File: config.mk
export PLATFORM = sky130hd
export DESIGN_NAME = voice_allocator
export DESIGN_NICKNAME = d
export VERILOG_FILES = /design/src/rtl/voice_allocator.sv
export SDC_FILE = /design/constraint.sdc
export NUM_CORES = 1
export LEC_CHECK = 0
export CAP_MARGIN = 20
export CORE_UTILIZATION = 55
export CTS_CLUSTER_DIAMETER = 50
export DETAILED_ROUTE_END_ITERATION = 7
export MAX_ROUTING_LAYER = met4
export PLACE_DENSITY = 0.89
export SLEW_MARGIN = 20
export SYNTH_ARGS = -nofsm -noshare
export SYNTH_HDL_FRONTEND = slang
export SYNTH_SLANG_ARGS = --single-unit
File: constraint.sdc
create_clock -name Clock -period 7.7 [get_ports Clock]
set_clock_uncertainty 0.05 [all_clocks]
set_input_delay 2.31 -clock Clock [delete_from_list [all_inputs] [get_ports Clock]]
set_output_delay 2.31 -clock Clock [all_outputs]
set_load 0.005 [all_outputs]
File: src/rtl/voice_allocator.sv
// Voice allocator feeding a bank of ADSR envelopes: maps note-on/off events to voices,
// preferring free voices, then releasing ones, then stealing the oldest held voice.
module voice_allocator #(
  parameter int VOICES = 4,
  parameter int NOTE_W = 7,
  parameter int AGE_W  = 4
) (
  input  logic                       Clock,
  input  logic                       Reset,
  input  logic                       EventValid,
  output logic                       EventReady,
  input  logic                       EventOn,
  input  logic [NOTE_W-1:0]          EventNote,
  input  logic [VOICES-1:0]          Running,
  output logic [VOICES-1:0]          Gate,
  output logic [VOICES*NOTE_W-1:0]   VoiceNote,
  output logic                       Steal
);

  localparam int TW = (VOICES > 1) ? $clog2(VOICES) : 1;

  typedef enum logic [1:0] {IDLE, SCAN, GAP, ASSIGN} state_t;

  state_t              state_q, state_d;
  logic                on_q, on_d;
  logic [NOTE_W-1:0]   note_q, note_d;
  logic [TW-1:0]       target_q, target_d;
  logic [VOICES-1:0]   gate_q, gate_d;
  logic [NOTE_W-1:0]   vnote_q [VOICES];
  logic [NOTE_W-1:0]   vnote_d [VOICES];
  logic [AGE_W-1:0]    age_q   [VOICES];
  logic [AGE_W-1:0]    age_d   [VOICES];
  logic                steal_q, steal_d;
  logic                accept;

  logic                match_hit, free_hit, rel_hit, old_hit;
  logic [TW-1:0]       match_idx, free_idx, rel_idx, old_idx;
  logic [AGE_W-1:0]    old_age;
  logic [VOICES-1:0]   match_vec;

  // Voice classification; first hit in index order wins ties, strict '>' keeps lowest index among equal ages.
  always_comb begin
    match_hit = 1'b0;
    free_hit  = 1'b0;
    rel_hit   = 1'b0;
    old_hit   = 1'b0;
    match_idx = '0;
    free_idx  = '0;
    rel_idx   = '0;
    old_idx   = '0;
    old_age   = '0;
    match_vec = '0;
    for (int i = 0; i < VOICES; i++) begin
      match_vec[i] = gate_q[i] && (vnote_q[i] == note_q);
      if (match_vec[i] && !match_hit) begin
        match_hit = 1'b1;
        match_idx = TW'(i);
      end
      if (!gate_q[i] && !Running[i] && !free_hit) begin
        free_hit = 1'b1;
        free_idx = TW'(i);
      end
      if (!gate_q[i] && Running[i] && !rel_hit) begin
        rel_hit = 1'b1;
        rel_idx = TW'(i);
      end
      if (gate_q[i] && (!old_hit || (age_q[i] > old_age))) begin
        old_hit = 1'b1;
        old_idx = TW'(i);
        old_age = age_q[i];
      end
    end
  end

  always_ff @(posedge Clock or negedge Reset) begin
    if (!Reset) begin
      state_q <= IDLE;
    end else begin
      state_q <= state_d;
    end
  end

  always_comb begin
    state_d = state_q;
    case (state_q)
      IDLE:    if (accept) state_d = SCAN;
      SCAN: begin
        if (!on_q)                    state_d = IDLE;
        else if (match_hit)           state_d = GAP;
        else if (free_hit || rel_hit) state_d = ASSIGN;
        else                          state_d = GAP;
      end
      GAP:     state_d = ASSIGN;
      ASSIGN:  state_d = IDLE;
      default: state_d = IDLE;
    endcase
  end

  always_comb begin
    EventReady = (state_q == IDLE);
    accept     = EventValid && EventReady;
  end

  always_comb begin
    on_d     = on_q;
    note_d   = note_q;
    target_d = target_q;
    gate_d   = gate_q;
    vnote_d  = vnote_q;
    age_d    = age_q;
    steal_d  = 1'b0;
    if (accept) begin
      on_d   = EventOn;
      note_d = EventNote;
    end
    case (state_q)
      SCAN: begin
        if (!on_q) begin
          gate_d = gate_q & ~match_vec;
        end else if (match_hit) begin
          target_d = match_idx;
        end else if (free_hit) begin
          target_d = free_idx;
        end else if (rel_hit) begin
          target_d = rel_idx;
        end else begin
          target_d = old_idx;
          steal_d  = 1'b1;
        end
      end
      // Forced low cycle so the envelope sees a falling gate before retrigger.
      GAP: begin
        for (int i = 0; i < VOICES; i++) begin
          if (TW'(i) == target_q) gate_d[i] = 1'b0;
        end
      end
      ASSIGN: begin
        for (int i = 0; i < VOICES; i++) begin
          if (TW'(i) == target_q) begin
            vnote_d[i] = note_q;
            gate_d[i]  = 1'b1;
            age_d[i]   = '0;
          end else if (gate_q[i] && (age_q[i] != {AGE_W{1'b1}})) begin
            age_d[i] = age_q[i] + AGE_W'(1);
          end
        end
      end
      default: ;
    endcase
  end

  always_ff @(posedge Clock or negedge Reset) begin
    if (!Reset) begin
      on_q     <= 1'b0;
      note_q   <= '0;
      target_q <= '0;
      gate_q   <= '0;
      steal_q  <= 1'b0;
      for (int i = 0; i < VOICES; i++) begin
        vnote_q[i] <= '0;
        age_q[i]   <= '0;
      end
    end else begin
      on_q     <= on_d;
      note_q   <= note_d;
      target_q <= target_d;
      gate_q   <= gate_d;
      steal_q  <= steal_d;
      vnote_q  <= vnote_d;
      age_q    <= age_d;
    end
  end

  assign Gate  = gate_q;
  assign Steal = steal_q;

  for (genvar gi = 0; gi < VOICES; gi++) begin : g_note
    assign VoiceNote[gi*NOTE_W +: NOTE_W] = vnote_q[gi];
  end

endmodule

== After elaboration in Yosys (flattened, before gate mapping) ==
Cells that the tools add are included.

* Register bits after elaboration: 61
* Input port bits: 15
* Output and inout port bits: 34
* Logic and storage cells: 184

* Add/sub/neg operators: 4
* $lt $le $gt $ge: 3
* Equal/unequal tests: 24
* Muxes and demuxes: 61
* Bitwise operators: 2
* Reduce and logical (&&, ||, !) cells: 73

{| class="wikitable"
|+ Operator list
! cell !! number
|-
| 4-bit 2-to-1 mux || 12
|-
| 1-bit 2-to-1 mux || 34
|-
| 1-bit logical AND || 29
|-
| 7-bit == test || 4
|-
| 2-bit 2-to-1 mux || 13
|-
| 1-bit zero test || 20
|-
| 2-bit != test (second input constant) || 9
|-
| 2-bit AND reduction || 9
|-
| 4-bit by 1-bit adder with 4-bit output (second input constant) || 4
|-
| 4-bit != test (second input constant) || 4
|-
| 4-bit AND reduction || 4
|-
| 4-bit greater-than comparator || 3
|-
| 4-bit case mux with 3 select lines || 1
|-
| 2-bit case mux with 4 select lines || 1
|-
| 2-bit nonzero test || 4
|-
| 4-bit bitwise AND || 1
|-
| 2-bit == test (first input constant) || 2
|-
| 2-bit == test (second input constant) || 2
|-
| 2-bit zero test || 2
|-
| 1-bit logical OR || 4
|-
| 4-bit inverter || 1
|-
| 3-bit nonzero test || 1
|-
| 1-bit by 2-bit == test with 1-bit output (first input constant) || 1
|-
| 2-bit by 1-bit == test with 1-bit output (second input constant) || 1
|-
| 2-bit by 1-bit != test with 1-bit output (second input constant) || 1
|}

== Depth between registers and ports, before layout ==
* Depth after elaboration: 17
* Depth in mapped cells: 22
* Gate-level depth less buffers: 20

== Worst setup path before layout ==
OpenSTA, ideal clock, no wires.

* Path kind: register to register
* From: reg gate_q[0] (netlist: Gate[0])
* To: reg target_q[1]
* Setup time: 0.121 ns
* Arrival: 4.218 ns
* Required time: 7.529 ns
* Path slack: 3.311 ns
* Stages on the path, launching flop included: 20
* Path buffers: 2
* Clock period less this slack: 4.389 ns
* Path through: dfrtp_1 buf_6 clkbuf_8 nand2_1 ha_1 and2b_1 o211ai_2 a221oi_4 mux2_4 ha_1 and4_2 a221oi_4 mux2_2 ha_1 o21ai_0 a21oi_1 o21a_1 nor3_1 o31ai_1 a22o_1

* Cells in the longest elaborated chain, start to end: 16
* Elaborated cells between the ends (all ways): 63
* Classes of those cells: order compare: 3; mux: 29; reduce/logical: 31

{| class="wikitable"
|+ RTL lines
! what !! RTL line !! source
|-
| start, declared || 28 || <nowiki>logic [VOICES-1:0] gate_q, gate_d;</nowiki>
|-
| start signal, assigned || 167 || <nowiki>gate_q <= gate_d;</nowiki>
|-
| 4-bit 2-to-1 mux or 1-bit 2-to-1 mux (tied branches) || 67 || <nowiki>if (gate_q[i] && (!old_hit || (age_q[i] > old_age))) begin</nowiki>
|-
| 4-bit greater-than comparator or 1-bit zero test (tied branches) || 67 ||
|-
| 1-bit logical OR || 67 ||
|-
| 1-bit logical AND || 67 ||
|-
| 4-bit 2-to-1 mux or 1-bit 2-to-1 mux (tied branches) || 67 ||
|-
| 4-bit greater-than comparator or 1-bit zero test (tied branches) || 67 ||
|-
| 1-bit logical OR || 67 ||
|-
| 1-bit logical AND || 67 ||
|-
| 4-bit 2-to-1 mux or 1-bit 2-to-1 mux (tied branches) || 67 ||
|-
| 4-bit greater-than comparator or 1-bit zero test (tied branches) || 67 ||
|-
| 1-bit logical OR || 67 ||
|-
| 1-bit logical AND || 67 ||
|-
| 2-bit 2-to-1 mux || 67 ||
|-
| 2-bit 2-to-1 mux || 124 || <nowiki>end else if (rel_hit) begin</nowiki>
|-
| 2-bit 2-to-1 mux || 122 || <nowiki>end else if (free_hit) begin</nowiki>
|-
| 2-bit 2-to-1 mux (*) || 120 || <nowiki>end else if (match_hit) begin</nowiki>
|-
| end signal, assigned || 166 || <nowiki>target_q <= target_d;</nowiki>
|-
| end, declared || 27 || <nowiki>logic [TW-1:0] target_q, target_d;</nowiki>
|}

Every way passes the cells marked *; elsewhere a longest branch is shown, timed or not.
A chain may end at the register's enable or synchronous reset.

== Final worst setup path ==
Ends and elaborated chain as after synthesis.

==> run summary <==
Outcome -> complete, but fails checks
Failing checks -> design-rule violations
DRC Markers -> 6
Dominant synthesized flop cell -> dfrtp_1
Minimum clock period -> 4.83 ns
Synth Warn # -> 0
Vias per cell -> 6.04
Row count -> 29
Fin crit share -> 0.628
Rel. slew slack -> 0.388
Mapped Avg Cell Area -> 10.6 sq um
Worst-path clk slew -> 0.08 ns
Post-synth EDFFs -> 0
Leak -> 1.79 nW
Setup violators final -> 0
IO Pins -> 49
Layout cells sized above 1 -> 0.185
Launch point of the worst reg-to-reg path -> Gate[0]$_DFFE_PN0P_
I/O Buffers -> 48
VDD IR max -> 0.285 mV
Post-Place Worst Slack -> 2.89 ns
Worst min-delay path class -> flip-flop to flip-flop
Critical path launch point -> Gate[0]$_DFFE_PN0P_
Critical R2R Capture -> target_q[1]$_DFFE_PN0P_
CTS tree -> yes
Final worst setup slack -> 2.87 ns
CP required -> 7.89 ns
Die height -> 83.9 um
Maxcap violations -> 0
Vias in the first global route -> 2832
Post-synth top area cell -> dfrtp_1
Iteration-0 DRC Markers -> 198
Post-Syn Area -> 3690 sq um
Routed Antenna Nets -> 0
Top cell type's share of synthesized area -> 0.414
Fin nets -> 421
Clk_lat worst skew -> 0.35 ns
Clock sinks -> 61
Post-synthesis register bit count -> 61
Yosys cell types -> 54
Critical-path cell list -> nand2_1 -> ha_1 -> and2b_1 -> o211ai_2 -> a221oi_4 -> mux2_4 -> ha_1 -> and4_2 -> a221oi_4 -> mux2_2 -> ha_1 -> o21ai_0 -> a21oi_1 -> o21a_1 -> nor3_1 -> o31ai_1 -> a22o_1
DIE AREA -> 7040 sq um
Synthesized Nets -> 380
Synth area leaders -> dfrtp_1, mux2_2, xnor2_1
Largest net degree at the start of global routing -> 62
Synthesis-to-layout area growth -> 16.5%
Top cell by count, worst path -> ha_1
CP startpoint kind -> flip-flop
Num CTS Buffers -> 9
Worst Max-Slew Pin Slew -> 0.914 ns
Htree depth -> 3
Max Slew Vio Count -> 0
Placer congestion estimate -> 0.863
Worst setup path end -> target_q[1]$_DFFE_PN0P_
CP peak stage delay -> 0.68 ns
Die X -> 83.9 um
Initial core utilization -> 0.575
Pwr/cell area -> 363 nW/um^2
CTS max path bufs -> 2
Total wire length -> 8430 um
Hold_sp -> on_q$_DFFE_PN0P_
DP HPWL -> 6040 um
Kind of critical path -> flip-flop to flip-flop
Global-route wire length before repair -> 13700 um
DR vias -> 2851
Fillers -> 473
CP Max Fanout -> 20
Grt total ovfl -> 0
Worst Path Arrival -> 5.02 ns
CTS resizes -> 0
CP endpoint kind -> flip-flop
Register area share after synthesis -> 0.414
First-pass DRT Iterations -> 7
Syn Inst Count -> 349
Final hold vios -> 0
Antenna violations before repair -> 0
RSZ-0062 raised after global routing -> false
Root buffer cell -> clkbuf_8
FF-to-FF path depth -> 17
Ys async rst share -> 1.00
Post-CTS setup repair buffer count -> 0
Hold-fix buffers at CTS -> 0
Mean routed wirelength per cell -> 17.9 um
Gr usage total -> 0.259
Post-route setup TNS -> 0 ns
Critical-path top delay cell -> dfrtp_1
Highest clock rate -> 0.207 GHz
R2r setup slk -> 2.87 ns
Core Box Area -> 6420 sq um
ANT cells -> 0
logic make-up after synthesis:
kind of cell,after synthesis,synth area share
xor+xnor,30,0.0712
compound gates,76,0.144
buf+inv,33,0.0539
simple gates,88,0.125
flops,61,0.414
mux,45,0.138
fa+ha+maj,16,0.0543
state kept, by name, indices dropped and copies added, names as in the netlist, named ones only:
signal,flops
target_q,2
Gate,4
Steal,1
note_q,7
age_q,16
state_q,1
on_q,1
VoiceNote,28
Yosys cell counts (all sizes together) (7+ instances only):
master	instances
dfrtp	61
mux2	43
a21oi	24
xnor2	23
nand2	21
nor2	19
ha	16
o21ai	15
inv	14
buf	12
nand3	9
nand4	9
nor3	8
a22o	7
a31oi	7
clkbuf	7
xor2	7
cells in the final DEF, fill, tap and decap left out, drive strengths merged, types with 14 or more instances in the layout:
cell type,netlist,final
dfrtp,61,61
clkdlybuf4s50,0,47
mux2,43,43
a21oi,24,24
xnor2,23,23
nand2,21,21
nor2,19,19
ha,16,16
o21ai,15,15
inv,14,14
worst min-delay path by stage:
stage / end / slack (ns) / cells after the start
3_3_place_gp: age_q[0]$_DFFE_PN0P_ / 0.45 / 2
3_5_place_dp: on_q$_DFFE_PN0P_ / 0.47 / 1
6_report: on_q$_DFFE_PN0P_ / 0.47 / 1
4_1_cts: on_q$_DFFE_PN0P_ / 0.48 / 1
2_1_floorplan: on_q$_DFFE_PN0P_ / 0.43 / 1
5_1_grt: on_q$_DFFE_PN0P_ / 0.51 / 1
critical path: cells and delay by family, from the launching register on:
kind            cells  cell delay [ns]
compound gates      8             1.59
fa+ha+maj           3             0.95
flops               1             0.68
mux                 2             0.74
simple gates        4             0.73
metal layers:
layer | wire length, um | up-vias | GRT usage
li1 | - | 1345 | -
met1 | 3610 | 1394 | 0.314
met2 | 4170 | 97 | 0.420
met3 | 446 | 15 | 0.0554
met4 | 201 | 0 | 0.105
met5 | 0 | - | -
final cells by class:
class / instances / area [sq um] / share of cell area
Multi-Input combinational cell: 255 / 1960 / 0.457
Sequential cell: 61 / 1530 / 0.355
Timing Repair Buffer: 49 / 483 / 0.112
Clock buffer: 9 / 124 / 0.0288
Tap cell: 77 / 96.3 / 0.0224
Clock inverter: 7 / 52.6 / 0.0122
Inverter: 14 / 52.6 / 0.0122
through the flow:
| step | instances | utilization | total power, mW | hold slack (ns) | instance area (sq um) |
|---|---|---|---|---|---|
| 6_report | 472 | 0.669 | 1.56 | 0.473 | 4300 |
| 3_3_place_gp | 456 | 0.642 | 1.27 | 0.452 | 4120 |
| 3_5_place_dp | 456 | 0.642 | 1.31 | 0.466 | 4120 |
| 2_1_floorplan | 349 | - | 1.08 | 0.431 | 3690 |
| 4_1_cts | 472 | 0.669 | 1.57 | 0.482 | 4300 |
| 5_1_grt | 472 | 0.669 | 1.66 | 0.514 | 4300 |
where the power goes:
group          internal (mW)  total (mW)  switching, mW
Sequential             0.430       0.608          0.179
Combinational          0.394       0.700          0.306
Clock                  0.117       0.255          0.138
No activity file was read; power rests on OpenSTA's default activity.
